**src/rtl/warp_wb_arbiter_pkg.sv**
```systemverilog
// Shared constants and helpers for the writeback arbiter and its round-robin picker.
package warp_wb_arbiter_pkg;

    localparam int WB_NUM_REQ = 4;
    localparam int WB_XLEN    = 64;
    localparam int WB_RD_W    = 5;

    // Requester slot assignment for the execution units feeding writeback.
    localparam int WB_REQ_XARITH = 0;
    localparam int WB_REQ_XLOGIC = 1;
    localparam int WB_REQ_XSHIFT = 2;
    localparam int WB_REQ_XMEM   = 3;

    function automatic int wb_wrap(input int idx, input int n);
        return (idx >= n) ? idx - n : idx;
    endfunction

    function automatic logic [31:0] wb_retire_mask(input logic wen, input logic [WB_RD_W-1:0] rd);
        return wen ? (32'h1 << rd) : 32'h0;
    endfunction

endpackage

```
**src/rtl/warp_rr_pick2.sv**
```systemverilog
// Combinational round-robin picker: up to two non-zero, distinct-rd grants per cycle;
// rd==0 entries are drained without consuming a port.
module warp_rr_pick2
    import warp_wb_arbiter_pkg::*;
#(
    parameter int NUM_REQ = WB_NUM_REQ,
    parameter int PTR_W   = $clog2(WB_NUM_REQ)
) (
    input  logic [NUM_REQ-1:0]         i_valid,
    input  logic [WB_RD_W*NUM_REQ-1:0] i_rd,
    input  logic [PTR_W-1:0]           i_ptr,
    output logic [NUM_REQ-1:0]         o_grant1,
    output logic [NUM_REQ-1:0]         o_grant2,
    output logic [NUM_REQ-1:0]         o_drain,
    output logic [PTR_W-1:0]           o_next_ptr
);

    // NOTE: every variable assigned in this block gets a default first, so no latch is inferred.
    always_comb begin
        int                 w_idx;
        logic               w_have1;
        logic               w_have2;
        logic [WB_RD_W-1:0] w_rd;
        logic [WB_RD_W-1:0] w_rd1;

        o_grant1   = '0;
        o_grant2   = '0;
        o_drain    = '0;
        o_next_ptr = i_ptr;
        w_have1    = 1'b0;
        w_have2    = 1'b0;
        w_rd1      = '0;
        w_idx      = 0;
        w_rd       = '0;

        for (int off = 0; off < NUM_REQ; off++) begin
            w_idx = wb_wrap(int'(i_ptr) + off, NUM_REQ);
            w_rd  = i_rd[WB_RD_W*w_idx +: WB_RD_W];
            if (i_valid[w_idx]) begin
                if (w_rd == '0) begin
                    o_drain[w_idx] = 1'b1;
                end else if (!w_have1) begin
                    w_have1         = 1'b1;
                    w_rd1           = w_rd;
                    o_grant1[w_idx] = 1'b1;
                    o_next_ptr      = PTR_W'(wb_wrap(w_idx + 1, NUM_REQ));
                end else if (!w_have2 && (w_rd != w_rd1)) begin
                    // A same-rd follower is skipped so two writes never collide on one register.
                    w_have2         = 1'b1;
                    o_grant2[w_idx] = 1'b1;
                    o_next_ptr      = PTR_W'(wb_wrap(w_idx + 1, NUM_REQ));
                end
            end
        end
    end

endmodule

```
**src/rtl/warp_wb_arbiter.sv**
```systemverilog
// Writeback arbiter: one result slot per execution unit, sharing the two register-file
// write ports in round-robin order and producing the scoreboard retire masks.
module warp_wb_arbiter
    import warp_wb_arbiter_pkg::*;
#(
    parameter int NUM_REQ = WB_NUM_REQ,
    parameter int XLEN    = WB_XLEN
) (
    input  logic                       i_clk,
    input  logic                       i_rst_n,
    input  logic [NUM_REQ-1:0]         i_req_valid,
    output logic [NUM_REQ-1:0]         o_req_ready,
    input  logic [WB_RD_W*NUM_REQ-1:0] i_req_rd,
    input  logic [XLEN*NUM_REQ-1:0]    i_req_wdata,
    output logic                       o_rd1_wen,
    output logic [WB_RD_W-1:0]         o_rd1_addr,
    output logic [XLEN-1:0]            o_rd1_wdata,
    output logic                       o_rd2_wen,
    output logic [WB_RD_W-1:0]         o_rd2_addr,
    output logic [XLEN-1:0]            o_rd2_wdata,
    output logic [31:0]                o_retire0,
    output logic [31:0]                o_retire1
);

    localparam int PTR_W = $clog2(NUM_REQ);

    logic [NUM_REQ-1:0]         r_valid;
    logic [WB_RD_W-1:0]         r_rd   [NUM_REQ];
    logic [XLEN-1:0]            r_data [NUM_REQ];
    logic [PTR_W-1:0]           r_ptr;

    logic [WB_RD_W*NUM_REQ-1:0] w_rd_vec;
    logic [NUM_REQ-1:0]         w_grant1;
    logic [NUM_REQ-1:0]         w_grant2;
    logic [NUM_REQ-1:0]         w_drain;
    logic [NUM_REQ-1:0]         w_grant;
    logic [NUM_REQ-1:0]         w_ready;
    logic [PTR_W-1:0]           w_next_ptr;

    for (genvar g = 0; g < NUM_REQ; g++) begin : g_rd_vec
        assign w_rd_vec[WB_RD_W*g +: WB_RD_W] = r_rd[g];
    end

    warp_rr_pick2 #(
        .NUM_REQ (NUM_REQ),
        .PTR_W   (PTR_W)
    ) u_pick (
        .i_valid    (r_valid),
        .i_rd       (w_rd_vec),
        .i_ptr      (r_ptr),
        .o_grant1   (w_grant1),
        .o_grant2   (w_grant2),
        .o_drain    (w_drain),
        .o_next_ptr (w_next_ptr)
    );

    // A slot being emptied this cycle can be refilled in the same cycle.
    assign w_grant     = w_grant1 | w_grant2 | w_drain;
    assign w_ready     = ~r_valid | w_grant;
    assign o_req_ready = w_ready;

    assign o_rd1_wen = |w_grant1;
    assign o_rd2_wen = |w_grant2;

    always_comb begin
        o_rd1_addr  = '0;
        o_rd1_wdata = '0;
        o_rd2_addr  = '0;
        o_rd2_wdata = '0;
        for (int k = 0; k < NUM_REQ; k++) begin
            if (w_grant1[k]) begin
                o_rd1_addr  = r_rd[k];
                o_rd1_wdata = r_data[k];
            end
            if (w_grant2[k]) begin
                o_rd2_addr  = r_rd[k];
                o_rd2_wdata = r_data[k];
            end
        end
    end

    assign o_retire0 = wb_retire_mask(o_rd1_wen, o_rd1_addr);
    assign o_retire1 = wb_retire_mask(o_rd2_wen, o_rd2_addr);

    // NOTE: slot rd/data are reset too, so the write-port buses are never X while idle.
    always_ff @(posedge i_clk or negedge i_rst_n) begin
        if (!i_rst_n) begin
            r_valid <= '0;
            r_ptr   <= '0;
            for (int k = 0; k < NUM_REQ; k++) begin
                r_rd[k]   <= '0;
                r_data[k] <= '0;
            end
        end else begin
            r_ptr <= w_next_ptr;
            for (int k = 0; k < NUM_REQ; k++) begin
                if (i_req_valid[k] && w_ready[k]) begin
                    r_valid[k] <= 1'b1;
                    r_rd[k]    <= i_req_rd[WB_RD_W*k +: WB_RD_W];
                    r_data[k]  <= i_req_wdata[XLEN*k +: XLEN];
                end else if (w_grant[k]) begin
                    r_valid[k] <= 1'b0;
                end
            end
        end
    end

endmodule

```
**config.mk**
```make
export PLATFORM = sky130hd
export DESIGN_NAME = warp_wb_arbiter
export DESIGN_NICKNAME = d
export VERILOG_FILES = /design/src/rtl/warp_wb_arbiter_pkg.sv /design/src/rtl/warp_rr_pick2.sv /design/src/rtl/warp_wb_arbiter.sv
export SDC_FILE = /design/constraint.sdc
export NUM_CORES = 1
export LEC_CHECK = 0
export ABC_AREA = 0
export CAP_MARGIN = 20
export CORE_MARGIN = 10
export CORE_UTILIZATION = 45
export CTS_CLUSTER_DIAMETER = 80
export DETAILED_ROUTE_END_ITERATION = 10
export PLACE_DENSITY_LB_ADDON = 0.25
export SLEW_MARGIN = 20
export SYNTH_ARGS = -nofsm -noshare
export SYNTH_HDL_FRONTEND = slang
export SYNTH_HIERARCHICAL = 1
export SYNTH_SLANG_ARGS = --single-unit
export TNS_END_PERCENT = 100
```
**constraint.sdc**
```tcl
create_clock -name i_clk -period 7.4 [get_ports i_clk]
set_clock_uncertainty 0.05 [all_clocks]
set_input_delay 1.48 -clock i_clk [delete_from_list [all_inputs] [get_ports i_clk]]
set_output_delay 1.48 -clock i_clk [all_outputs]
set_load 0.02 [all_outputs]
```
Yosys cells after proc, flatten, opt, wreduce, memory -nomap -nowiden:

Cells that the tools add are included.

* flip-flop bits (word level): 282
* input port bits: 282
* output and inout port bits: 208
* word-level logic and storage cells: 212

* $add $sub $neg: 15
* multipliers: 4
* magnitude comparators: 16
* eq/ne operators: 3
* shift-type cells: 6
* mux-type cells: 121
* bitwise gates (word level): 12
* reduce and logical (&&, ||, !) cells: 22

Operator list (number)
* 64-bit 2-to-1 mux: 8
* 32-bit by 4-bit greater-or-equal comparator with 1-bit output (second input constant): 7
* 32-bit 2-to-1 mux: 6
* 32-bit by 2-bit adder with 32-bit output (second input constant): 4
* 32-bit by 1-bit greater-or-equal comparator with 1-bit output (second input constant): 4
* 32-bit by 4-bit < comparator with 1-bit output (second input constant): 4
* 4-bit by 32-bit multiplier with 32-bit output (first input constant): 4
* 20-bit by 32-bit variable part select with 5-bit output: 4
* 4-bit 2-to-1 mux: 31
* 32-bit by 4-bit subtractor with 32-bit output (second input constant): 3
* 5-bit 2-to-1 mux: 16
* 1-bit by 5-bit left shift with 32-bit output (first input constant): 2
* 4-bit OR: 11
* 2-bit 2-to-1 mux: 18
* 1-bit 2-to-1 mux: 34
* 5-bit zero test: 4
* 5-bit != test: 3
* 1-bit logical AND: 10
* 1-bit binary-select mux with 2-bit select: 4
* 1-bit demux with 2-bit select: 4
* 2-bit nonzero test: 4
* 4-bit OR reduction: 2
* 2-bit by 1-bit subtractor with 2-bit output (second input constant): 4
* 2-bit by 2-bit adder with 3-bit output (second input constant): 2
* other kinds (5): 6

Longest topological paths before layout:

Gate-level depths: netlist (run 1).

* depth in word-level cells: 30
* mapped depth: 32
* gate-level depth less buffers: 22

By module:

Netlist (run 1), hierarchy kept.

Modules (own cells, without submodules)
* warp_wb_arbiter: times used 1, cells an instance 1550, area each 15283.4 µm², sequential area each 7056.8 µm²
* warp_rr_pick2: times used 1, cells an instance 394, area each 3359.5 µm², sequential area each 0.0 µm²

Least setup slack after synthesis (run 1):

OpenSTA, ideal clock, no wires.

* path kind: reg2out
* start: register r_ptr[0]
* end: output port o_retire1[16]
* data arrival time: 6.848 ns
* required time: 5.870 ns
* setup slack: -0.978 ns
* stages on the path, launching flop included: 31
* cell sequence: dfrtp_1 -> buf_6 -> buf_6 -> buf_6 -> buf_6 -> buf_6 -> inv_1 -> ha_1 -> buf_2 -> buf_1 -> clkinv_1 -> nand2_1 -> fa_1 -> clkbuf_1 -> mux2i_1 -> a211oi_1 -> o21ai_0 -> a21oi_1 -> nor3_1 -> a2111oi_4 -> mux2i_1 -> nor4_4 -> nor4_4 -> a32o_1 -> buf_4 -> a211oi_1 -> a221o_1 -> inv_1 -> or2_1 -> buf_2 -> nor3_1

* elaborated cells between the ends (all ways): 104
* those cells by class: 7 x add/sub; 4 x mul; 10 x order compare; 3 x eq/ne; 5 x shift; 61 x mux; 2 x bitwise; 12 x reduce/logical

RTL lines
* start, declared: line warp_wb_arbiter.sv:30 `logic [PTR_W-1:0] r_ptr;`
* start signal, assigned: line warp_wb_arbiter.sv:95 `r_ptr <= w_next_ptr;`
* parallel branches: the longest is 23 deep, another holds 32-bit by 4-bit subtractor with 32-bit output
* 4-bit 2-to-1 mux *: line warp_rr_pick2.sv:39 `if (i_valid[w_idx]) begin`
* named net w_grant2[3]: line warp_wb_arbiter.sv:34 `logic [NUM_REQ-1:0] w_grant2;`
* 5-bit 2-to-1 mux *: line warp_wb_arbiter.sv:75 `if (w_grant2[k]) begin`
* named net o_rd2_addr[1]: line warp_wb_arbiter.sv:19 `output logic [WB_RD_W-1:0] o_rd2_addr,`
* 1-bit by 5-bit left shift with 32-bit output *: line warp_wb_arbiter_pkg.sv:19 `return wen ? (32'h1 << rd) : 32'h0;`
* 32-bit 2-to-1 mux *: line warp_wb_arbiter_pkg.sv:19
* end, declared: line warp_wb_arbiter.sv:22 `output logic [31:0] o_retire1`

Mark *: on every way through the listed nets, which the timed path passes. The select of a mux whose other input is x is not followed.

Worst setup path in the final report (run 1):

* start: register r_ptr[0]
* end: output port o_retire1[14]

* elaborated cells between the ends (all ways): 104
* those cells by class: 7 x add/sub; 4 x mul; 10 x order compare; 3 x eq/ne; 5 x shift; 61 x mux; 2 x bitwise; 12 x reduce/logical

RTL lines (line)
* parallel branches: the longest is 23 deep, another holds 32-bit by 4-bit subtractor with 32-bit output
* 4-bit 2-to-1 mux *: warp_rr_pick2.sv:39
* named net w_grant2[1]: warp_wb_arbiter.sv:34
* 5-bit 2-to-1 mux (3 in series): warp_wb_arbiter.sv:75
* 1-bit by 5-bit left shift with 32-bit output: warp_wb_arbiter_pkg.sv:19
* 32-bit 2-to-1 mux *: warp_wb_arbiter_pkg.sv:19

Marks and branches as above.

==> metrics.md, run 1 <==
| Metric | Value |
|---|---|
| Status | `finished, violations left` |
| Violated checks | `setup timing` |
| Yosys warns | `6` |
| Max FO, Critical Path | `7` |
| Met3 usage | `8.93%` |
| Layout cell share with drive strength beyond 1 | `a little under half` |
| Row count | `74` |
| GRT Max-Usage Layer | `met2` |
| Die ar. | `approximately 0.050 mm2` |
| I/O Pins | `490` |
| Root buffer cell | `clkbuf_16` |
| Nets | `2,954` |
| Period utilisation layout | `105%` |
| Clk Latency, worst-skew pair | `560 ps` |
| Cell area after layout | `0.0299 mm2` |
| DR vias | `19.8k` |
| Hold crit path type | `flop to flop` |
| Final Setup Violations | `108` |
| Number of synthesized register bits | `between 200 and 300` |
| Met2 usage | `53.2%` |
| Commonest non-fill, non-tap cells in the layout | `buf_4 (318), clkdlybuf4s50_1 (281), dfrtp_1 (281)` |
| Setup CP Type | `flop to output pin` |
| GPL Wtd Cong | `1.00` |
| Max Cap Viol | `0` |
| EDFF count, synth | `0` |
| CP delay by family, top | `compound AO/OA/AOI/OAI gates` |
| First-pass GRT wire length | `124 mm` |
| Synth-to-layout area growth | `60.3%` |
| RSZ-0062 raised after global routing | `true` |
| I/O Buffers | `between 400 and 500` |
| Slew @ Worst Pin | `just over 1000 ps` |
| Max Slew Vio Count | `0` |
| Initial antenna violation count | `11` |
| Post-Route WL | `86.5 mm` |
| Number of vias per cell | `6.12` |
| GR Util met1 | `a little under two fifths` |
| Total track usage | `31.8%` |
| Largest net degree at the start of global routing | `168` |
| Post-Syn Instances | `1,944` |
| Fmax | `0.128 GHz` |
| Fin crit period | `7800 ps` |
| Sink Count | `282` |
| CP arrival | `6270 ps` |
| Worst Path Buf+Inv | `11` |
| TritonCTS Buffers | `36` |
| CTS tree | `built` |
| Detail Placement HPWL | `56.9 mm` |
| Antenna Nets Post-Route | `0` |
| Number of DRC markers in iteration 0 | `2,136` |
| DRC errors left | `0` |
| Synth cell types | `95` |
| CP Capture Type | `output pin` |
| Placed Area | `0.0261 mm2` |
| H-tree levels | `2` |
| Worst Path Required | `5870 ps` |
| Startpoint types | `flop` |
| Final hold vios | `0` |
| Most common cell after layout, fill and taps aside | `buf_4` |
| Average size of a mapped cell | `around 9.6 um2` |
| Dpl ws | `-213 ps` |
| Pre-Repair DR Iteration Count | `6` |
| Number of global-route vias before repair | `approximately 20k` |
| Slowest stage delay, CP | `470 ps` |
| Syn nets | `~2.2k` |
| Post-Syn Area | `0.0186 mm2` |
| Sequential area share after synthesis | `about 38%` |
| Worst setup margin | `-402 ps` |
| WL/cell | `26.8 um` |
| Core area | `0.0409 mm2` |
| Overflow after GRT | `0` |
| CP max stage cell | `or3_4` |
| Ys async rst share | `100%` |
| Starting Density | `a little under half` |
| Most used flip-flop cell after synthesis | `dfrtp_1` |
| # hold bufs at CTS | `0` |
| Post-route setup TNS | `-20,480 ps` |
| Die width | `224 um` |
| Most common cell on crit path | `buf_6` |
| Chip height | `224 um` |
| Max clock buf depth | `3` |
| Clock transition at path regs | `about 60 ps` |
| Rel. slew slack | `roughly a third` |
flip-flops by register name, summed over array words and instances, names as in the netlist:
register and count:
r_rd 20, r_valid 4, r_ptr 2, r_data 256
cells in the mapped netlist, types with 11 or more instances:
master	number	area (um2)
buf_4	13	97.6
mux4_2	28	631
nor3_1	19	95.1
buf_2	38	190
nor2b_1	12	75.1
mux2i_1	22	220
o21ai_0	139	696
nand2b_1	15	93.8
a21oi_1	204	1020
nor2_1	145	544
inv_1	28	105
clkbuf_1	59	221
nand3b_1	71	533
mux2_1	15	169
nand2_1	228	856
mux2_2	273	3070
buf_1	30	113
o22ai_1	11	68.8
buf_6	14	158
nand3_1	12	60.1
ha_1	14	175
dfrtp_1	282	7060
a22oi_1	66	495
cells by family after synthesis:
logic type | count (synthesis) | synth area share (%)
DFF | 282 | 37.9
and+or+nand+nor | 581 | 15.6
muxes | 344 | 22.7
AOI/OAI and AO/OA | 521 | 17.3
adders and majority gates | 15 | 1.05
buffers and inverters | 186 | 4.83
xor gates and xnor gates | 15 | 0.705
what timing repair did:
item	in CTS	in global routing
gates cloned	14	13
setup buffers	51	29
pin swaps	90	150
gates resized for setup	891	378
setup endpoints to repair	204	204
through the flow:
stage	instances	utilization (%)	hold slack (ps)
2_1_floorplan	1944	-	437
3_3_place_gp	3051	63.8	450
3_5_place_dp	3051	63.8	460
4_1_cts	3181	70.0	477
5_1_grt	3224	73.0	487
6_report	3227	73.0	473
area by class of cell:
class                      count  area, um2
multi-input combinational   1478      12400
tap                          532        666
sequential                   282       7060
clock buffer                  47       1040
antenna                       10       25.0
clock inverter                19        299
timing repair buffer         828       8240
inverter                      31        145
fill                        2854      11000
metal layers:
layer | vias to the layer above | share of wire [%]
met5 | - | 0.029
met4 | 4 | 4.0
met3 | 246 | 9.6
met2 | 1168 | 48
met1 | 9802 | 38
li1 | 8536 | -
final timing paths:
path	from	endpoint	slack, ps	cells after the start
max reg2reg	r_ptr[0]	r_data[198]	740	28
max in group asynchronous	i_rst_n	r_data[145]	4830	2
max	r_ptr[0]	o_retire1[14]	-400	28
min reg2reg	r_data[62]	r_data[62]	470	1
min in group asynchronous	i_rst_n	r_data[58]	960	1
min	r_data[62]	r_data[62]	470	1
Power of run 1 is not shown: default switching activity piles up to over one toggle a cycle in this logic, so the estimate is an artifact.
==> inputs of run 2 (changes only) <==
- REMOVE_ABC_BUFFERS: default -> 1
==> run 2 against run 1 <==
  * The run still ends with setup timing left
  * First-iteration DRC count shrank 16%
  * Largest cell class unchanged
  * Worst setup slack gained 250 ps
  * Non-clock buffer count shrank 61
  * Register-to-register slack gained 370 ps
  * Critical endpoint is now o_retire1[16]
  * Via count shrank 4.4%
  * Fmax grew 3.3%
  * Critical path depth shrank 3
  * Count of clock-buffer cells in the layout grew 5
  * Die area is the same
==> metrics.md, run 2 (synthesis gave the netlist of run 1 again) <==
| Metric | Value |
|---|---|
| Fillers | `3,221 (+13%)` |
| Footprint of the multi-input gates | `0.0118 mm2 (-4.6%)` |
| Die width | `224 um (unchanged)` |
| Largest net degree at the start of global routing | `74 (-56%)` |
| DR vias | `18.9k (-4.4%)` |
| Number of global-route vias before repair | `19.1k (-4.8%)` |
| Largest register by flop count | `r_data` |
| Pre-Repair DR Iteration Count | `7 (+1)` |
| Starting Density | `45.6% (unchanged)` |
| RSZ-0062 raised after global routing | `true` |
| Final hold vios | `0 (unchanged)` |
| Die ar. | `0.0500 mm2 (unchanged)` |
| Violated checks | `setup timing` |
| Sink Count | `282 (unchanged)` |
| CTS tree | `built` |
| I/O Pins | `490 (unchanged)` |
| Crit path from | `r_ptr[0]` |
| WL/cell | `24.9 um (-7.3%)` |
| Total track usage | `29.4% (-2.4 points)` |
| CP arrival | `6020 ps (-250 ps)` |
| Max clock buf depth | `3 (unchanged)` |
| RR Endpoint | `r_data[68]` |
| Slew @ Worst Pin | `981 ps (-26.7 ps)` |
| Synth-to-layout area growth | `50.4%` |
| Max Slew Vio Count | `0 (unchanged)` |
| Root buffer cell | `clkbuf_16` |
| Reg2Reg Depth | `26 (-7.1%)` |
| Antenna Nets Post-Route | `0 (unchanged)` |
| Clock transition at path regs | `60 ps (about the same)` |
| Nets | `2,894 (-2.0%)` |
| Fin crit period | `7550 ps (-248 ps)` |
| Commonest non-fill, non-tap cells in the layout | `buf_4 (290), clkdlybuf4s50_1 (282), dfrtp_1 (281)` |
| CP Capture Type | `output pin` |
| Top flop regs | `r_data: 256 flops, r_rd: 20 flops, r_valid: 4 flops` |
| Max FO, Critical Path | `8 (+1)` |
| Period utilisation layout | `102% (-3.4 points)` |
| Chip height | `224 um (unchanged)` |
| GPL Wtd Cong | `0.929 (-7.6%)` |
| Core area | `0.0409 mm2 (unchanged)` |
| Detail Placement HPWL | `54.7 mm (-3.8%)` |
| Row count | `74 (unchanged)` |
| Rel. slew slack | `34.6% (+1.8 points)` |
| # hold bufs at CTS | `0 (unchanged)` |
| Overflow after GRT | `0 (unchanged)` |
| First-pass GRT wire length | `116 mm (-6.6%)` |
| Dpl ws | `-370 ps (-157 ps)` |
| I/O Buffers | `489 (unchanged)` |
| Setup CP Type | `flop to output pin` |
| Worst Min Path Start | `r_data[61]` |
| RR Startpoint | `r_ptr[0]` |
| Worst setup margin | `-153 ps (+248 ps)` |
| Post-Route WL | `78.9 mm (-8.8%)` |
| Initial antenna violation count | `28 (+17)` |
| Final Setup Violations | `23 (-79%)` |
| Most common cell after layout, fill and taps aside | `buf_4` |
| Worst Path Required | `5870 ps (about the same)` |
| Status | `finished, violations left` |
| Clk Latency, worst-skew pair | `560 ps (about the same)` |
| DRC errors left | `0 (unchanged)` |
| Worst Hold Path EP | `r_data[61]` |
| Post-layout util | `68.5% (-4.5 points)` |
| Fmax | `0.132 GHz (+3.3%)` |
| Hold crit path type | `flop to flop` |
| Max Cap Viol | `0 (unchanged)` |
| Max FFs per register | `256 (unchanged)` |
| Layout cell share with drive strength beyond 1 | `38.7% (-6.4 points)` |
| Number of DRC markers in iteration 0 | `1,787 (-16%)` |
| Number of vias per cell | `5.95 (-2.8%)` |
| Register area | `0.00706 mm2 (unchanged)` |
| TritonCTS Buffers | `36 (unchanged)` |
| H-tree levels | `2 (unchanged)` |
| Worst reg2reg setup slack | `1110 ps (+370 ps)` |
| Startpoint types | `flop` |
| Worst hold stages | `1 (unchanged)` |
-- run 2: changes by cell type in the layout (fill, tap and decap cells not counted), sizes merged, moves of 2 or more --
| cell | before | now |
|---|---|---|
| dlymetal6s2s | 2 | 9 |
| dlygate4sd2 | 27 | 44 |
| clkinvlp | 2 | 0 |
| bufinv | 6 | 2 |
| diode | 10 | 20 |
| clkinv | 11 | 7 |
| inv | 31 | 33 |
| buf | 495 | 393 |
| clkbuf | 64 | 79 |
| clkdlybuf4s15 | 4 | 11 |
-- run 2: stage by stage --
| step | setup TNS (ps) | hold slack [ps] | std cells | area (um2) |
|---|---|---|---|---|
| 4_1_cts | -156 | 476 | 3125 | 27100 |
| 6_report | -1670 | 472 | 3174 | 28000 |
| 3_3_place_gp | -10650 | 449 | 3036 | 25400 |
| 2_1_floorplan | -1998200 | 437 | 1789 | 17900 |
| 3_5_place_dp | -29730 | 460 | 3036 | 25400 |
| 5_1_grt | -10470 | 494 | 3170 | 28000 |
-- run 2: worst max path at each step --
stage | depth (start not counted) | slack [ps] | endpoint
6_report | 25 | -150 | o_retire1[16]
2_1_floorplan | 9 | -6110 | o_retire0[16]
3_5_place_dp | 24 | -370 | o_retire1[20]
5_1_grt | 24 | -330 | o_retire1[16]
3_3_place_gp | 25 | -230 | o_rd2_wdata[39]
4_1_cts | 24 | -50 | o_retire1[13]
-- run 2: what timing repair did --
item / CTS / global route
cloned: 4 / 5
resized for setup: 613 / 501
setup buffers: 23 / 27
endpoints found under the setup margin: 208 / 204
pin swaps: 30 / 76
-- run 2: layout make-up --
| type | instances | area share, % |
|---|---|---|
| multi-input combinational | 1479 | 42.2 |
| timing repair buffer | 767 | 25.4 |
| sequential | 282 | 25.2 |
| clock buffer | 52 | 3.68 |
| tap | 532 | 2.37 |
| clock inverter | 11 | 0.580 |
| inverter | 31 | 0.446 |
| antenna | 20 | 0.178 |
-- run 2: worst max-delay path, stage by stage, from the launching register on --
cell and delay, ps:
dfrtp_4 550, inv_6 100, ha_4 130, and2_4 160
ha_4 130, nand2_2 50, fa_2 600, mux2i_1 240
a211oi_1 100, o21ai_1 240, a21oi_2 120, buf_4 150
o21a_1 210, a2111oi_4 250, buf_4 180, a2bb2oi_2 70
nor4_4 220, nor4_4 90, buf_4 170, a32o_2 340
a211oi_2 340, a221oi_4 120, buf_4 160, or2_4 290
nor3_1 230, buf_2 210
-- run 2: routing by layer --
layer | GRT usage [%] | up-vias | share of wire, %
met5 | 0 | - | 0.15
met4 | 11.5 | 16 | 3.6
met3 | 8.83 | 201 | 8.8
met2 | 49.6 | 894 | 50
met1 | 34.5 | 9368 | 38
li1 | - | 8412 | -
Power of run 2 is left out for the same reason.
==> inputs of run 3 (changes only) <==
- SLEW_MARGIN: 20 -> default
==> results of run 3 <==
Same layout as run 2: the final DEF is identical, and so are final timing and power.
Power of run 3 is left out for the same reason.
